$ cat src/rtl/mem_ctrl_pkg.sv
// Shared types and defaults for the MEM-stage access controller.
package mem_ctrl_pkg;

  typedef enum logic [1:0] {
    IDLE  = 2'd0,
    ISSUE = 2'd1,
    WAIT  = 2'd2,
    DONE  = 2'd3
  } state_t;

  typedef enum logic {
    OP_RD = 1'b0,
    OP_WR = 1'b1
  } op_t;

  localparam int unsigned DEF_MIN_WAIT = 1;
  localparam int unsigned DEF_TIMEOUT  = 15;
  localparam int unsigned DEF_CNT_W    = 4;

  function automatic logic is_word_aligned(input logic [1:0] lsb);
    return lsb == 2'b00;
  endfunction

endpackage

$ cat src/rtl/mem_wait_counter.sv
// Saturating wait-cycle counter with clear/enable; flags minimum-wait and timeout.
module mem_wait_counter #(
  parameter int unsigned CNT_W    = 4,
  parameter int unsigned MIN_WAIT = 1,
  parameter int unsigned TIMEOUT  = 15
) (
  input  logic clk,
  input  logic rst_n,
  input  logic clr,
  input  logic en,
  output logic min_reached,
  output logic timeout
);

  localparam logic [CNT_W-1:0] LP_MIN = CNT_W'(MIN_WAIT);
  localparam logic [CNT_W-1:0] LP_TO  = CNT_W'(TIMEOUT);

  logic [CNT_W-1:0] r_cnt;

  always_ff @(posedge clk or negedge rst_n) begin
    if (!rst_n) begin
      r_cnt <= '0;
    end else if (clr) begin
      r_cnt <= '0;
    end else if (en && (r_cnt != LP_TO)) begin
      r_cnt <= r_cnt + CNT_W'(1);
    end
  end

  assign min_reached = (r_cnt >= LP_MIN);
  assign timeout     = (r_cnt == LP_TO);

endmodule

$ cat src/rtl/mem_access_ctrl.sv
// MEM-stage load/store controller: issues one access at a time to a variable-latency
// data memory, stalls the pipeline until MemReady, and reports misalignment/timeout.
module mem_access_ctrl
  import mem_ctrl_pkg::*;
#(
  parameter int unsigned ADDR_W   = 32,
  parameter int unsigned DATA_W   = 32,
  parameter int unsigned MIN_WAIT = DEF_MIN_WAIT,
  parameter int unsigned TIMEOUT  = DEF_TIMEOUT,
  parameter int unsigned CNT_W    = DEF_CNT_W
) (
  input  logic              clk,
  input  logic              rst_n,
  input  logic              req_rd,
  input  logic              req_wr,
  input  logic [ADDR_W-1:0] req_addr,
  input  logic [DATA_W-1:0] req_wdata,
  output logic              stall,
  output logic [DATA_W-1:0] rdata,
  output logic              rvalid,
  output logic              align_err,
  output logic              to_err,
  output logic [ADDR_W-1:0] mem_addr,
  output logic [DATA_W-1:0] mem_wdata,
  output logic              mem_we,
  input  logic [DATA_W-1:0] mem_rdata,
  input  logic              mem_ready
);

  state_t            r_state;
  state_t            w_next;
  op_t               r_op;
  logic [ADDR_W-1:0] r_mem_addr;
  logic [DATA_W-1:0] r_mem_wdata;
  logic [DATA_W-1:0] r_rdata;
  logic              r_rvalid;
  logic              r_align_err;
  logic              r_to_err;
  logic              r_mem_we;

  logic w_req;
  logic w_accept;
  logic w_misalign;
  logic w_min_reached;
  logic w_timeout;
  logic w_done;
  logic w_cnt_clr;
  logic w_cnt_en;
  logic w_rd_done;
  logic w_wr_done;
  logic w_to;

  assign w_req      = req_rd | req_wr;
  assign w_accept   = (r_state == IDLE) & w_req & is_word_aligned(req_addr[1:0]);
  assign w_misalign = (r_state == IDLE) & w_req & ~is_word_aligned(req_addr[1:0]);
  assign w_done     = mem_ready & w_min_reached;

  mem_wait_counter #(
    .CNT_W    (CNT_W),
    .MIN_WAIT (MIN_WAIT),
    .TIMEOUT  (TIMEOUT)
  ) u_wait_counter (
    .clk         (clk),
    .rst_n       (rst_n),
    .clr         (w_cnt_clr),
    .en          (w_cnt_en),
    .min_reached (w_min_reached),
    .timeout     (w_timeout)
  );

  always_comb begin
    w_next    = r_state;
    w_cnt_clr = 1'b0;
    w_cnt_en  = 1'b0;
    w_rd_done = 1'b0;
    w_wr_done = 1'b0;
    w_to      = 1'b0;
    unique case (r_state)
      IDLE: begin
        if (w_accept) begin
          w_cnt_clr = 1'b1;
          w_next    = ISSUE;
        end
      end
      ISSUE: w_next = WAIT;
      WAIT: begin
        w_cnt_en = 1'b1;
        // A ready that arrives on the timeout cycle still completes the access.
        if (w_done) begin
          w_rd_done = (r_op == OP_RD);
          w_wr_done = (r_op == OP_WR);
          w_next    = DONE;
        end else if (w_timeout) begin
          w_to   = 1'b1;
          w_next = DONE;
        end
      end
      DONE:    w_next = IDLE;
      default: w_next = IDLE;
    endcase
  end

  always_ff @(posedge clk or negedge rst_n) begin
    if (!rst_n) begin
      r_state     <= IDLE;
      r_op        <= OP_RD;
      r_mem_addr  <= '0;
      r_mem_wdata <= '0;
      r_rdata     <= '0;
      r_rvalid    <= 1'b0;
      r_align_err <= 1'b0;
      r_to_err    <= 1'b0;
      r_mem_we    <= 1'b0;
    end else begin
      r_state     <= w_next;
      r_rvalid    <= w_rd_done;
      r_align_err <= w_misalign;
      r_to_err    <= w_to;
      r_mem_we    <= w_wr_done;
      if (w_accept) begin
        r_mem_addr  <= req_addr;
        r_mem_wdata <= req_wdata;
        r_op        <= req_wr ? OP_WR : OP_RD;
      end
      if (w_rd_done) begin
        r_rdata <= mem_rdata;
      end
    end
  end

  // Reset gating keeps stall low while a request is presented during reset.
  assign stall     = rst_n & ((r_state != IDLE) | w_accept);
  assign rdata     = r_rdata;
  assign rvalid    = r_rvalid;
  assign align_err = r_align_err;
  assign to_err    = r_to_err;
  assign mem_addr  = r_mem_addr;
  assign mem_wdata = r_mem_wdata;
  assign mem_we    = r_mem_we;

endmodule

$ cat config.mk
export PLATFORM = sky130hd
export DESIGN_NAME = mem_access_ctrl
export DESIGN_NICKNAME = d
export VERILOG_FILES = /design/src/rtl/mem_ctrl_pkg.sv /design/src/rtl/mem_wait_counter.sv /design/src/rtl/mem_access_ctrl.sv
export SDC_FILE = /design/constraint.sdc
export NUM_CORES = 1
export LEC_CHECK = 0
export ABC_CLOCK_PERIOD_IN_PS = 5100
export CORE_ASPECT_RATIO = 0.8
export CORE_MARGIN = 5
export CORE_UTILIZATION = 40
export DETAILED_ROUTE_END_ITERATION = 7
export DONT_BUFFER_PORTS = 1
export HOLD_SLACK_MARGIN = 0.03
export PLACE_DENSITY_LB_ADDON = 0.1
export SYNTH_ARGS = -nofsm -noshare
export SYNTH_HDL_FRONTEND = slang
export SYNTH_SLANG_ARGS = --single-unit
$ cat constraint.sdc
create_clock -name clk -period 5.1 [get_ports clk]
set_clock_uncertainty 0.1 [all_clocks]
set_input_delay 0.765 -clock clk [delete_from_list [all_inputs] [get_ports clk]]
set_output_delay 0.765 -clock clk [all_outputs]
set_load 0.02 [all_outputs]
Word-level counts from Yosys, hierarchy flattened:

Index checks and enable logic that the tools add are counted.

* output and inout bits: 101
* flip-flop bits (word level): 107

* bitwise operators: 9
* $add $sub $neg: 1
* equality and inequality tests: 7
* muxes and demuxes: 17
* magnitude comparators: 1
* reduce and logical (&&, ||, !) cells: 6

Operators by type and width (number)
* $mux W1: 11
* $mux W4: 2
* $pmux W2 S4: 1
* $mux W2: 3
* $and A1 B1 Y1: 5
* $add A4 B1 Y4 const B: 1
* $eq A2 B2 Y1 const B: 2
* $eq A4 B4 Y1 const B: 1
* $ge A4 B1 Y1 const B: 1
* $logic_not A2 Y1: 2
* $ne A4 B4 Y1 const B: 1
* $reduce_bool A2 Y1: 2
* $ne A3 B2 Y1 const B: 1
* $eq A2 B1 Y1 const B: 1
* $ne A2 B2 Y1 const B: 1
* $not A1 Y1: 2
* $or A1 B1 Y1: 2
* $reduce_and A2 Y1: 1
* $logic_and A1 B1 Y1: 1

Longest topological paths before layout:

Gate-level depths: netlist (run 1).

* word-level depth: 6
* mapped depth: 7

By module:

A second synthesis (run 1) with hierarchy kept.

* cell total of the unflattened synthesis: 321
* area total of the unflattened synthesis: 4161.5 sq um

By module, submodules not included
* mem_access_ctrl: cells an instance 296, seq. area each 2577.5 sq um, instances 1, area an instance 3898.7 sq um
* mem_wait_counter: cells an instance 25, seq. area each 100.1 sq um, instances 1, area an instance 262.8 sq um

Worst setup path before layout (run 1):

Ideal clock, no wire load.

* path type: input -> output
* start: in req_addr[1]
* end: out stall
* setup slack: 2.846 ns
* stages on the path: 2
* data arrival time: 1.389 ns
* data required time: 4.235 ns
* cells stage by stage: o31a_1 > nor2b_1

* cells in the longest elaborated chain, start to end: 4

RTL lines
* start: declaration: line mem_access_ctrl.sv:16 `input logic [ADDR_W-1:0] req_addr,`
* $logic_not A2 Y1: line mem_ctrl_pkg.sv:21 `return lsb == 2'b00;`
* $and A1 B1 Y1: line mem_access_ctrl.sv:54 `assign w_accept = (r_state == IDLE) & w_req & is_word_aligned(req_addr[1:0]);`
* $or A1 B1 Y1: line mem_access_ctrl.sv:132 `assign stall = rst_n & ((r_state != IDLE) | w_accept);`
* $and A1 B1 Y1: line mem_access_ctrl.sv:132
* end: declaration: line mem_access_ctrl.sv:18 `output logic stall,`

Every way passes these cells.

Final worst setup path (run 1):

* start: reg u_wait_counter.r_cnt[0]
* end: reg r_rdata[1] (netlist: rdata[1])

* cells in the longest elaborated chain, start to end: 4

RTL lines
* start: declaration: line mem_wait_counter.sv:18 `logic [CNT_W-1:0] r_cnt;`
* start signal: assignment: line mem_wait_counter.sv:26 `r_cnt <= r_cnt + CNT_W'(1);`
* $ge A4 B1 Y1: line mem_wait_counter.sv:30 `assign min_reached = (r_cnt >= LP_MIN);`
* $and A1 B1 Y1: line mem_access_ctrl.sv:56 `assign w_done = mem_ready & w_min_reached;`
* $mux W1: line mem_access_ctrl.sv:89 `if (w_done) begin`
* $mux W1: line mem_access_ctrl.sv:78 `unique case (r_state)`
* end signal: assignment: line mem_access_ctrl.sv:126 `r_rdata <= mem_rdata;`
* end: declaration: line mem_access_ctrl.sv:35 `logic [DATA_W-1:0] r_rdata;`

Every way passes these cells.
A chain may end at the register's enable or synchronous reset.

==> impl.org, run 1 <==
** Timing
- For this run, the top clock speed supported by timing is 407 MHz.
- Setup repair after global routing missed its margin :: no
- Worst Tran Pin Value :: 1.03 ns
- Period minus WS final :: 2.46 ns
- Number of hold violations in the final report :: 0
- Hold timing on the final database bottoms out at a slack of 0.250 ns.
- Of the available clock period, the critical path in the final layout requires 48.1%.
- Final setup violation count :: 0
- Max-Slew Margin vs Limit :: 31.6%
- In the final timing run, aggregate negative setup slack is 0 ns.
- The max-slew violation count is 0.

** Drt
- Number of detailed-routing iterations run before antenna repair :: 4
- Final wirelength :: 8.88 mm
- Across all layers, the routed design uses 2131 vias.
- Dividing the detail-routed wire length by the instance count gives 21.8 um.
- Per-cell via count in the routed design :: 5.22
- For this run, design rule violations remaining after detail routing come to 0.
- In this run the remaining antenna-violating nets after routing total 0.
- After the first detailed-routing iteration, the DRC count stood at 107.

** Power
- Sequential share of power :: 60.4%
- The analysis attributes to net switching a power of 1.33 mW.
- Of the total power, the clock network draws 18.9%.
- The worst-case IR drop observed on VDD is 0.380 mV.
- Internal power comes to 2.08 mW.
- Leakage dissipation :: 2.03 nW
- Net switching is 39.0% of the power.
- P per Cell Area :: 727 mW/mm2
- In this run, the combinational gates consume 20.7% of the power.

** Synthesis
- Synthesized area divided by synthesized cell count :: 16.4 um2
- After synthesis, the largest family of logic cells by area is multiplexers.
- Unique cell type count in the Yosys netlist :: 29
- Synthesis produced a netlist whose cell count is 261.
- The mapped netlist covers 0.00428 mm2.
- Area leader, netlist :: sky130_fd_sc_hd__dfrtp_1
- #FFs+latches synth :: 107
- Sequential area share after synthesis :: 62.5%
- Among all flip-flop cells after synthesis, the most frequent one is sky130_fd_sc_hd__dfrtp_1.
- Summing the areas of all xor and xnor instances in the mapped netlist gives 0% of the synthesized area.
- Total number of yosys warnings :: 0
- Share of Yosys cell area claimed by the top area cell type :: 62.5%
- For this run, asynchronously set or reset flops after synthesis account for 100%.
- Sorting the synthesized cells by area gives the leading types as sky130_fd_sc_hd__dfrtp_1 (63%), sky130_fd_sc_hd__mux2_2 (17%), sky130_fd_sc_hd__mux2_4 (10%).
- The portion of synthesized area spent on multiplexers is 27.5%.
- Count of flip-flops with a built-in enable after synthesis :: 0
- Area fraction in compound gates after synthesis :: 2.60%
- Simple-gate portion of the synthesized area :: 2.89%
- Counting every net in the synthesized netlist gives 367.
- Summing the areas of all fa, ha and maj instances in the mapped netlist gives 1.46% of the synthesized area.

** Floorplan
- The floorplan has 33 rows.
- Core Footprint :: 0.0104 mm2
- Die X :: 126 um
- Number of I/O pins :: 202
- Die Area :: 0.0129 mm2
- The die is 103 um tall.
- The initial utilization of the core area, before any placement, comes to 41.3%.

** Finish
- Filler Cell Count :: 927
- In the final design database the tool counted 369 nets.
- FF+latch area :: 0.00268 mm2
- Cells with a size suffix above 1 make up 44.2% of the layout.
- Multi-input combinational cell area :: 0.00148 mm2
- Compared with the post-synthesis result, the final layout area differs by 9.43%.
- Leaving out fill and tap cells, the most frequent cell in the layout is sky130_fd_sc_hd__dfrtp_1.
- In the layout the commonest cells are sky130_fd_sc_hd__dfrtp_1 (107), sky130_fd_sc_hd__mux2_2 (66), sky130_fd_sc_hd__mux2_4 (29), sky130_fd_sc_hd__clkbuf_16 (9), sky130_fd_sc_hd__inv_1 (6).

** Global route
- Maximum number of pins on one net before global-route repair :: 108
- GRT overflow :: 0
- The first global-routing pass estimated 13.4 mm of wire.
- The number of antenna violations at the first check in global routing is 0.
- The via count of the first global-routing pass came to 2284.
- Total routing usage reported by global routing :: 13.4%

** CTS
- CTS built an H-tree with a depth of 3.
- Once the clock tree was built, the setup fixing pass inserted 0 buffers.
- Clock-pin slew was measured on the worst setup and hold paths at 0.06 ns.
- Num Clock Sinks :: 107
- TritonCTS built the clock tree.
- Number of CTS-inserted buffers :: 9
- Root Buffer Master :: sky130_fd_sc_hd__clkbuf_16
- Maximum number of buffers from clock root to sink :: 2
- Worst-skew pair later-pin latency :: 0.33 ns

** Critical path
- Type of element launching the critical path :: flop
- In this run the critical register-to-register path is launched from u_wait_counter.r_cnt[0].
- Destination of the worst register-to-register timing path :: rdata[1]
- The critical path is of the flop to flop type.
- At the worst endpoint, the required time is 5.22 ns.
- Along the worst path, the maximum fanout reaches 33.
- Worst Setup End Kind :: flop
- Data on the critical path arrives at its endpoint at 2.57 ns.
- The number of cells on the worst reg-to-reg path is 5.
- Setup slack on the worst reg-to-reg path comes out at 2.64 ns.
- Crit path launch :: u_wait_counter.r_cnt[0]

** Placement
- Routability-driven placement finished with a final weighted congestion of 0.749.
- Hpwl dp :: 6.20 mm
- Number of port buffers :: 0

** Min path
- Hold WC Path Type :: input pin to async pin

** Flow run
- Maximum capacitance violations :: 0

** Outcome
- Run status :: complete, no violations
[timing repair]
action / CTS / global route
endpoints found under the hold margin: 107 / 0
resized for setup: 0 / 0
hold buffers: 1 / 0
[power by group through the flow]
stage	clock network, mW	logic, mW	registers, mW
2_1_floorplan	0	0.643	1.95
3_3_place_gp	0	0.667	2.09
3_5_place_dp	0	0.700	2.08
4_1_cts	0.672	0.720	2.07
5_1_grt	0.712	0.784	2.12
6_report	0.645	0.707	2.06
[how the worst max path moves through the flow]
| stage | end | slack [ns] | depth (start not counted) |
|---|---|---|---|
| floorplan | stall | 2.85 | 2 |
| global placement | rdata[1] | 2.68 | 5 |
| detailed placement | rdata[1] | 2.63 | 5 |
| CTS | rdata[1] | 2.61 | 5 |
| global route | rdata[1] | 2.55 | 5 |
| finish | rdata[1] | 2.64 | 5 |
[routing by layer]
metal,GRT usage (%),routed length (um),vias to the layer above
met5,0,0,-
met4,3.00,63,0
met3,9.74,1370,6
met2,19.1,4020,128
met1,16.5,3420,1072
li1,-,-,925
[cell usage after synthesis (2+ instances only)]
cell / number
sky130_fd_sc_hd__a211oi_1: 2
sky130_fd_sc_hd__a21oi_1: 4
sky130_fd_sc_hd__buf_12: 3
sky130_fd_sc_hd__buf_2: 2
sky130_fd_sc_hd__clkbuf_1: 6
sky130_fd_sc_hd__dfrtp_1: 107
sky130_fd_sc_hd__ha_1: 5
sky130_fd_sc_hd__inv_1: 6
sky130_fd_sc_hd__mux2_2: 66
sky130_fd_sc_hd__mux2_4: 29
sky130_fd_sc_hd__nand3_1: 4
sky130_fd_sc_hd__nor2_1: 4
sky130_fd_sc_hd__nor2b_1: 3
sky130_fd_sc_hd__o21ai_0: 3
sky130_fd_sc_hd__o311ai_0: 2
sky130_fd_sc_hd__o31ai_1: 2
[sequential cells by signal (all words and copies together), names as in the netlist]
register              cells
mem_addr                 32
mem_wdata                32
rdata                    32
u_wait_counter.r_cnt      4
r_state                   2
align_err                 1
mem_we                    1
r_op                      1
rvalid                    1
to_err                    1
[final cells by class]
cell class | instances | share of cell area, %
Antenna cell | 1 | 0.0534
Clock inverter | 3 | 0.507
Multi-Input combinational cell | 135 | 31.7
Inverter | 7 | 0.560
Sequential cell | 107 | 57.1
Timing Repair Buffer | 3 | 0.907
Tap cell | 140 | 3.74
Clock buffer | 12 | 5.47
[cell families after synthesis]
group                    after synthesis
adder cells (fa/ha/maj)                5
AND/OR/NAND/NOR                       19
AO/OA/AOI/OAI                         16
multiplexers                          95
flip-flops                           107
buffers and inverters                 19
[worst max-delay path: stages, from the launching register on]
cell                      delay, ns
sky130_fd_sc_hd__dfrtp_1       0.40
sky130_fd_sc_hd__inv_1         0.08
sky130_fd_sc_hd__ha_1          0.18
sky130_fd_sc_hd__or4b_4        0.22
sky130_fd_sc_hd__and4b_2       0.92
sky130_fd_sc_hd__mux2_2        0.42
[stage by stage]
stage / instance area (um2) / util [%] / power, mW / worst slack [ns] / instances
after global placement: 4380 / 42.2 / 2.76 / 2.68 / 391
final: 4690 / 45.2 / 3.41 / 2.64 / 408
after detailed placement: 4380 / 42.2 / 2.78 / 2.63 / 391
after floorplan: 4280 / - / 2.60 / 2.85 / 261
after CTS: 4690 / 45.2 / 3.46 / 2.61 / 407
after global routing: 4690 / 45.2 / 3.61 / 2.55 / 407
No activity file was read; power rests on OpenSTA's default activity.
==> inputs of run 2 (changes only) <==
--- a/config.mk
+++ b/config.mk
@@ -5,7 +5,7 @@
 export SDC_FILE = /design/constraint.sdc
 export NUM_CORES = 1
 export LEC_CHECK = 0
-export ABC_CLOCK_PERIOD_IN_PS = 5100
+export ABC_CLOCK_PERIOD_IN_PS = 2190
 export CORE_ASPECT_RATIO = 0.8
 export CORE_MARGIN = 5
 export CORE_UTILIZATION = 40
==> constraint.sdc (replaced) <==
create_clock -name clk -period 2.19 [get_ports clk]
set_clock_uncertainty 0.1 [all_clocks]
set_input_delay 0.3285 -clock clk [delete_from_list [all_inputs] [get_ports clk]]
set_output_delay 0.3285 -clock clk [all_outputs]
set_load 0.02 [all_outputs]
==> run 2 against run 1 <==
The run now ends with negative hold slack left. Die area is the same. Global-route usage increased by 1.9 points. Clock power increased by 150%. Cell area increased by 21%. Power up 140%. Register-to-register slack lost 2.6 ns. Critical path depth is the same. Critical path type unchanged. Largest cell class unchanged.
==> impl.org, run 2 (synthesis results as in run 1) <==
** Timing
- Number of hold violations in the final report :: 107 (was 0)
- The transition time at the pin with the least slew margin came to 0.407 ns (was 1.03 ns).
- The max-slew violation count came to 0 (unchanged).
- The worst slew margin relative to its limit is 72.5% (was 31.6%).
- Setup repair after global routing missed its margin: no (unchanged).
- The final-layout worst hold slack was -0.422 ns (was 0.250 ns).
- The total setup violations reported at the end of the flow came to 0 (unchanged).
- Period minus WS final :: 2.13 ns (was 2.46 ns)
- The fmax is 469 MHz (was 407 MHz).
- Setup Total Neg Slack :: 0 ns (unchanged)
- The final period utilization came to 97.4% (was 48.1%).

** Drt
- Number of detailed-routing iterations run before antenna repair :: 4 (unchanged)
- DRC violation count after routing :: 0 (unchanged)
- The iteration-0 DRC count of the detailed router is 74 (was 107).
- Number of routed nets with antenna violations :: 0 (unchanged)
- The average vias per placed instance came to 4.95 (was 5.22).
- The average wire per standard cell came to 19.2 um (was 21.8 um).
- The total length of routed wires came to 9.64 mm (was 8.88 mm).
- Count of vias placed by the detailed router :: 2482 (was 2131)

** Floorplan
- Number of I/O pins :: 202 (unchanged)
- The die height came to 103 um (unchanged).
- The placeable core area came to 0.0104 mm2 (unchanged).
- Die X :: 126 um (unchanged)
- Standard-cell rows :: 33 (unchanged)
- Die Area :: 0.0129 mm2 (unchanged)
- The initial core utilization came to 41.3% (unchanged).

** CTS
- The number of H-tree branching levels came to 3 (unchanged).
- The maximum root-to-sink buffer count was 2 (unchanged).
- The number of clock sinks came to 107 (unchanged).
- The number of buffers added by the clock tree synthesis step came to 9 (unchanged).
- Root Buffer Master :: sky130_fd_sc_hd__clkbuf_16 (unchanged)
- The clock tree from TritonCTS is built (unchanged).
- The clock-pin slew on the worst setup and hold paths was 0.07 ns (was 0.06 ns).
- The later-pin clock latency in the skew report was 0.34 ns (was 0.33 ns).
- The number of resized instances in the post-cts repair step came to 0 (unchanged).

** Power
- The total power of the final layout came to 8.23 mW (was 3.41 mW).
- The total power density per cell area is 1460 mW/mm2 (was 727 mW/mm2).
- Max VDD drop :: 0.689 mV (was 0.380 mV)
- The leakage dissipation was 2.44 nW (was 2.03 nW).

** Outcome
- Run status :: complete, but fails checks (was complete, no violations)
- The final reports fail on negative hold slack.

** Finish
- The final design instance area without fill came to 0.00565 mm2 (was 0.00469 mm2).
- Multi-input combinational cell area :: 0.00148 mm2 (unchanged)
- Filler Cell Count :: 824 (was 927)
- FF+latch area :: 0.00268 mm2 (unchanged)
- The area added between synthesis and finish was 31.9% (was 9.43%).
- NumNets Final :: 462 (was 369)
- Most common library cell in the layout ignoring fill and taps :: sky130_fd_sc_hd__dfrtp_1 (unchanged)
- The number of antenna diodes is 0 (was 1).
- The share of the core filled with cells in the final layout was 54.5% (was 45.2%).
- The share of final-layout standard cells stronger than drive strength 1 came to 33.5% (was 44.2%).
- Most used cells in the layout excluding fill and tap cells: sky130_fd_sc_hd__dfrtp_1 (107), sky130_fd_sc_hd__dlygate4sd3_1 (92), sky130_fd_sc_hd__mux2_2 (66), sky130_fd_sc_hd__mux2_4 (29), sky130_fd_sc_hd__clkbuf_16 (9) (was sky130_fd_sc_hd__dfrtp_1 (107), sky130_fd_sc_hd__mux2_2 (66), sky130_fd_sc_hd__mux2_4 (29), sky130_fd_sc_hd__clkbuf_16 (9), sky130_fd_sc_hd__inv_1 (6)).

** Critical path
- Register-to-Register Path Depth :: 5 (unchanged)
- The endpoint required time on the critical path was 2.31 ns (was 5.22 ns).
- The kind of end point of the critical path is a flop (unchanged).
- Worst path arrival time :: 2.25 ns (was 2.57 ns)
- The critical path class is flop to flop (unchanged).
- Type of element launching the critical path :: flop (unchanged)
- The largest driver fanout on the critical path is 33 (unchanged).

** Global route
- The busiest layer in global routing was met2 (unchanged).
- The global-route wire length before repair is 15.5 mm (was 13.4 mm).
- Initial antenna violation count :: 0 (unchanged)
- The largest net degree at the start of global routing came to 109 (was 108).
- The total track usage came to 15.3% (was 13.4%).
- The via count of the first global-routing pass is 2785 (was 2284).
- The met1 layer usage reported by global route came to 18.2% (was 16.5%).
- The global routing usage on met3 came to 8.39% (was 9.74%).
- Met2 usage in global routing :: 23.9% (was 19.1%)
- The total overflow reported by the global router was 0 (unchanged).

** Placement
- The routability congestion estimate was 0.763 (was 0.749).
- Number of port buffers :: 0 (unchanged)
- Hpwl dp :: 6.23 mm (was 6.20 mm)
- Post-placement cell area :: 0.00442 mm2 (was 0.00438 mm2)

** Min path
- The path category of the worst min-delay check was input pin to async pin (unchanged).

** Flow run
- The max-capacitance violation count came to 0 (unchanged).
run 2: cell count changes in the layout (fill, tap and decap cells not counted):
cell / change
sky130_fd_sc_hd__inv_6: +3
sky130_fd_sc_hd__clkbuf_8: -2
sky130_fd_sc_hd__buf_16: -1
sky130_fd_sc_hd__buf_12: +3
sky130_fd_sc_hd__clkinvlp_4: -1
sky130_fd_sc_hd__buf_4: -1
sky130_fd_sc_hd__dlygate4sd3_1: +92
sky130_fd_sc_hd__clkinv_2: +2
sky130_fd_sc_hd__clkbuf_1: -1
sky130_fd_sc_hd__bufinv_16: +1
sky130_fd_sc_hd__diode_2: -1
sky130_fd_sc_hd__clkinv_4: -1
run 2: layout make-up:
class | count | area share (%)
clock buffers | 9 | 3.99
clock inverters | 7 | 1.31
inverters | 7 | 0.465
multi-input cells | 135 | 26.3
flip-flops and latches | 107 | 47.4
well taps | 140 | 3.10
repair buffers | 96 | 17.5
run 2: worst paths after layout:
kind	startpoint	endpoint	slack [ns]
max	u_wait_counter.r_cnt[0]	rdata[24]	0.06
min	rst_n	rdata[27]	-0.42
max reg2reg	u_wait_counter.r_cnt[0]	rdata[24]	0.06
min reg2reg	r_op	r_op	0.44
max in group asynchronous	rst_n	u_wait_counter.r_cnt[0]	2.25
min in group clk	req_addr[12]	mem_addr[12]	0.04
run 2: critical path, cell delays in order, from the launching register on:
cell                      delay, ns
sky130_fd_sc_hd__dfrtp_1       0.42
sky130_fd_sc_hd__ha_1          0.21
sky130_fd_sc_hd__or4b_4        0.51
sky130_fd_sc_hd__and4b_2       0.25
sky130_fd_sc_hd__buf_12        0.19
sky130_fd_sc_hd__mux2_4        0.32
run 2: per-stage QoR:
stage               setup slack (ns)  std cells  hold slack, ns
detailed placement            0.0605        392         -0.0642
floorplan                      0.125        261         -0.0671
global placement               0.100        392         -0.0641
global route                  0.0106        501          -0.441
finish                        0.0575        501          -0.422
CTS                           0.0506        499          -0.438
run 2: layer usage:
layer | vias to the layer above | part of all wire, % | routed length [um]
li1 | 1116 | - | -
met1 | 1219 | 39 | 3790
met2 | 136 | 47 | 4550
met3 | 11 | 12 | 1200
met4 | 0 | 1.0 | 99
met5 | - | 0 | 0
run 2: what timing repair did:
item                                   4_1_cts  5_1_grt
endpoints found under the hold margin      197      108
hold buffers                                91        1
setup buffers                                0        1
setup endpoints to repair                    0        2
run 2: where the power goes:
group / internal (mW) / leakage (nW) / switching [mW]
sequential: 2.93 / 1.30 / 1.88
combinational: 1.22 / 0.995 / 0.590
clock: 0.895 / 0.147 / 0.718
==> inputs of run 3 (changes only) <==
--- a/config.mk
+++ b/config.mk
@@ -8,11 +8,12 @@
 export ABC_CLOCK_PERIOD_IN_PS = 2190
 export CORE_ASPECT_RATIO = 0.8
 export CORE_MARGIN = 5
-export CORE_UTILIZATION = 40
+export CORE_UTILIZATION = 50
 export DETAILED_ROUTE_END_ITERATION = 7
 export DONT_BUFFER_PORTS = 1
 export HOLD_SLACK_MARGIN = 0.03
 export PLACE_DENSITY_LB_ADDON = 0.1
+export SETUP_SLACK_MARGIN = 0.2
 export SYNTH_ARGS = -nofsm -noshare
 export SYNTH_HDL_FRONTEND = slang
 export SYNTH_SLANG_ARGS = --single-unit
==> run 3 against run 2 <==
The run still ends with negative hold slack left. Setup slack better by 0.077 ns. Clock power decreased by 29%. Register-to-register slack better by 0.08 ns. Die area decreased by 18%. Cell count fell by 2.2%. Sequential share of layout area is 1.1 points lower. Cell area rose by 2.3%. Critical endpoint is now rdata[18].
==> impl.org, run 3 (synthesis results as in run 1) <==
** Outcome
- Run status: complete, but fails checks (unchanged).
- Failing checks :: negative hold slack (unchanged)

** Placement
- Hpwl dp :: 6.11 mm (was 6.23 mm)
- RD Place Congestion :: 0.751 (was 0.763)
- The count of input and output buffers was 0 (unchanged).

** Timing
- Setup repair after global routing missed its margin :: yes (was no)
- Number of hold violations in the final report :: 107 (unchanged)
- The aggregate negative setup slack was 0 ns (unchanged).
- Total count of max-transition violations in the final report :: 0 (unchanged)
- Period minus WS final :: 2.06 ns (was 2.13 ns)
- The total setup violations reported at the end of the flow was 0 (unchanged).
- Worst Tran Pin Value :: 0.365 ns (was 0.407 ns)
- Maximum achievable frequency :: 487 MHz (was 469 MHz)
- The final period utilization came to 93.9% (was 97.4%).
- The worst slew margin relative to its limit came to 75.4% (was 72.5%).
- Min Hold Slack :: -0.452 ns (was -0.422 ns)

** Drt
- The antenna violation net count after detailed routing came to 0 (unchanged).
- The number of DRC violations after detailed routing was 0 (unchanged).
- The highest layer used for signal routing is met4 (unchanged).
- DRT met1 WL :: 4.04 mm (was 3.79 mm)
- Count of vias placed by the detailed router :: 2560 (was 2482)
- Final wirelength :: 10.6 mm (was 9.64 mm)
- The average wire per standard cell is 21.6 um (was 19.2 um).
- The iteration-0 DRC count of the detailed router was 128 (was 74).
- The wire length on met3 was 1.23 mm (was 1.20 mm).
- Number of detailed-routing iterations run before antenna repair :: 4 (unchanged)
- The detailed route wirelength on metal2 was 5.19 mm (was 4.55 mm).
- Per-cell via count in the routed design :: 5.22 (was 4.95)

** Floorplan
- The initial core utilization was 51.0% (was 41.3%).
- The placeable core area came to 0.00841 mm2 (was 0.0104 mm2).
- Die X :: 113 um (was 126 um)
- Number of I/O pins :: 202 (unchanged)
- The floorplan row count is 30 (was 33).
- Die Y-Extent :: 92.8 um (was 103 um)
- The die area came to 0.0105 mm2 (was 0.0129 mm2).

** Critical path
- Critical Setup Path Class :: flop to flop (unchanged)
- The kind of end point of the critical path is a flop (unchanged).
- The delay of the slowest cell on the worst path was 0.48 ns (was 0.51 ns).
- Type of element launching the critical path :: flop (unchanged)
- The master of the slowest instance on the critical path is sky130_fd_sc_hd__or4b_4 (unchanged).
- Cells along the critical path :: ha_2, or4b_4, and4b_4, buf_16, mux2_4 (was ha_1, or4b_4, and4b_2, buf_12, mux2_4)
- The worst-case register-to-register setup slack came to 0.13 ns (was 0.06 ns).
- Worst path arrival time :: 2.21 ns (was 2.25 ns)
- The largest driver fanout on the critical path was 8 (was 33).
- The endpoint required time on the critical path is 2.34 ns (was 2.31 ns).

** CTS
- Number of CTS-inserted buffers :: 9 (unchanged)
- Root Buffer Master :: sky130_fd_sc_hd__clkbuf_8 (was sky130_fd_sc_hd__clkbuf_16)
- Worst-path clk slew :: 0.10 ns (was 0.07 ns)
- Num Clock Sinks :: 107 (unchanged)
- The maximum root-to-sink buffer count is 2 (unchanged).
- The clock tree from TritonCTS is built (unchanged).
- Total number of H-tree levels :: 3 (unchanged)
- Worst-skew pair later-pin latency :: 0.36 ns (was 0.34 ns)
- Total of hold buffers inserted after clock tree synthesis :: 98 (was 91)

** Finish
- Share of cells above drive strength 1 :: 36.5% (was 33.5%)
- The area added between synthesis and finish was 35.0% (was 31.9%).
- Most used cells in the layout excluding fill and tap cells: sky130_fd_sc_hd__dfrtp_1 (107), sky130_fd_sc_hd__dlygate4sd3_1 (98), sky130_fd_sc_hd__mux2_2 (66), sky130_fd_sc_hd__mux2_4 (29), sky130_fd_sc_hd__clkbuf_8 (12) (was sky130_fd_sc_hd__dfrtp_1 (107), sky130_fd_sc_hd__dlygate4sd3_1 (92), sky130_fd_sc_hd__mux2_2 (66), sky130_fd_sc_hd__mux2_4 (29), sky130_fd_sc_hd__clkbuf_16 (9)).
- The layout net count came to 479 (was 462).
- The number of antenna diodes came to 0 (unchanged).
- The most common library cell in the layout ignoring fill and taps is sky130_fd_sc_hd__dfrtp_1 (unchanged).

** Global route
- The global-route wire length before repair is 15.6 mm (was 15.5 mm).
- Maximum number of pins on one net before global-route repair :: 109 (unchanged)
- Initial antenna violation count :: 0 (unchanged)
- GRT overflow :: 0 (unchanged)
- The via count of the first global-routing pass is 2791 (was 2785).
- The total track usage came to 19.1% (was 15.3%).

** Power
- P per Cell Area :: 1390 mW/mm2 (was 1460 mW/mm2)
- Max VDD drop :: 0.705 mV (was 0.689 mV)
- The total power of the final layout is 8.04 mW (was 8.23 mW).
- Total net switching power :: 3.22 mW (was 3.19 mW)
- Leakage dissipation :: 2.50 nW (was 2.44 nW)
- The internal power summed over all cells was 4.81 mW (was 5.04 mW).
- Switching portion of total power :: 40.1% (was 38.7%)
- Clock power share :: 14.3% (was 19.6%)
- Part of the power in combinational logic :: 25.7% (was 22.0%)
- The sequential share of power is 60.0% (was 58.4%).

** Min path
- Hold WC Path Type :: input pin to async pin (unchanged)

** Flow run
- Maximum capacitance violations :: 0 (unchanged)
[run 3: cell types whose count changed in the layout (fill, tap and decap cells not counted), moves of 2 or more]
cell,delta
sky130_fd_sc_hd__clkbuf_8,+12
sky130_fd_sc_hd__clkbuf_16,-6
sky130_fd_sc_hd__dlygate4sd3_1,+6
sky130_fd_sc_hd__buf_4,+5
sky130_fd_sc_hd__buf_16,+3
sky130_fd_sc_hd__inv_6,-3
sky130_fd_sc_hd__ha_1,-2
sky130_fd_sc_hd__ha_2,+2
sky130_fd_sc_hd__inv_1,-2
sky130_fd_sc_hd__inv_2,+2
[run 3: layout make-up]
type / instances / area (um2)
Clock buffer: 13 / 169
Timing Repair Buffer: 113 / 1240
Clock inverter: 3 / 21.3
Tap cell: 112 / 140
Multi-Input combinational cell: 135 / 1500
Fill cell: 547 / 2630
Sequential cell: 107 / 2680
Inverter: 7 / 26.3
[run 3: final timing paths]
path | end | cells after the start | startpoint
max in group asynchronous | mem_addr[31] | 0 | rst_n
max | rdata[18] | 5 | u_wait_counter.r_cnt[0]
min in group clk | align_err | 2 | req_rd
max reg2reg | rdata[18] | 5 | u_wait_counter.r_cnt[0]
min reg2reg | r_op | 1 | r_op
min | rdata[29] | 0 | rst_n
[run 3: power groups by stage]
| stage | sequential, mW | combinational (mW) | clock, mW |
|---|---|---|---|
| final | 4.82 | 2.07 | 1.15 |
| after global routing | 4.95 | 2.25 | 1.26 |
| after CTS | 4.81 | 1.94 | 1.19 |
| after detailed placement | 4.83 | 1.66 | 0 |
| after global placement | 4.85 | 1.57 | 0 |
| after floorplan | 4.55 | 1.50 | 0 |
[run 3: repair_timing]
action,4_1_cts,5_1_grt
setup buffers,3,3
cloned,3,3
endpoints found under the setup margin,32,98
pin swaps,1,3
resized for setup,4,9
hold endpoints to repair,204,107
[run 3: critical path: cells and delay by family (launching register included)]
| kind | cells | cell delay, ns |
|---|---|---|
| adder cells (fa/ha/maj) | 1 | 0.19 |
| AND/OR/NAND/NOR | 2 | 0.75 |
| multiplexers | 1 | 0.31 |
| flip-flops | 1 | 0.42 |
| buffers and inverters | 1 | 0.17 |
[run 3: per-layer routing]
metal,GRT usage [%],up-vias
met4,5.01,0
li1,-,1153
met1,22.7,1258
met5,0,-
met3,10.1,11
met2,30.5,138
[run 3: per-stage QoR]
step                      instances  setup slack (ns)  hold WS [ns]  area [um2]  util [%]
final                           490             0.135        -0.452        5780      68.8
after global routing            490            0.0854        -0.484        5780      68.8
after CTS                       484             0.121        -0.470        5670      67.4
after detailed placement        364            0.0739       -0.0642        4390      52.2
after global placement          364             0.124       -0.0645        4390      52.2
after floorplan                 261             0.141       -0.0671        4290         -
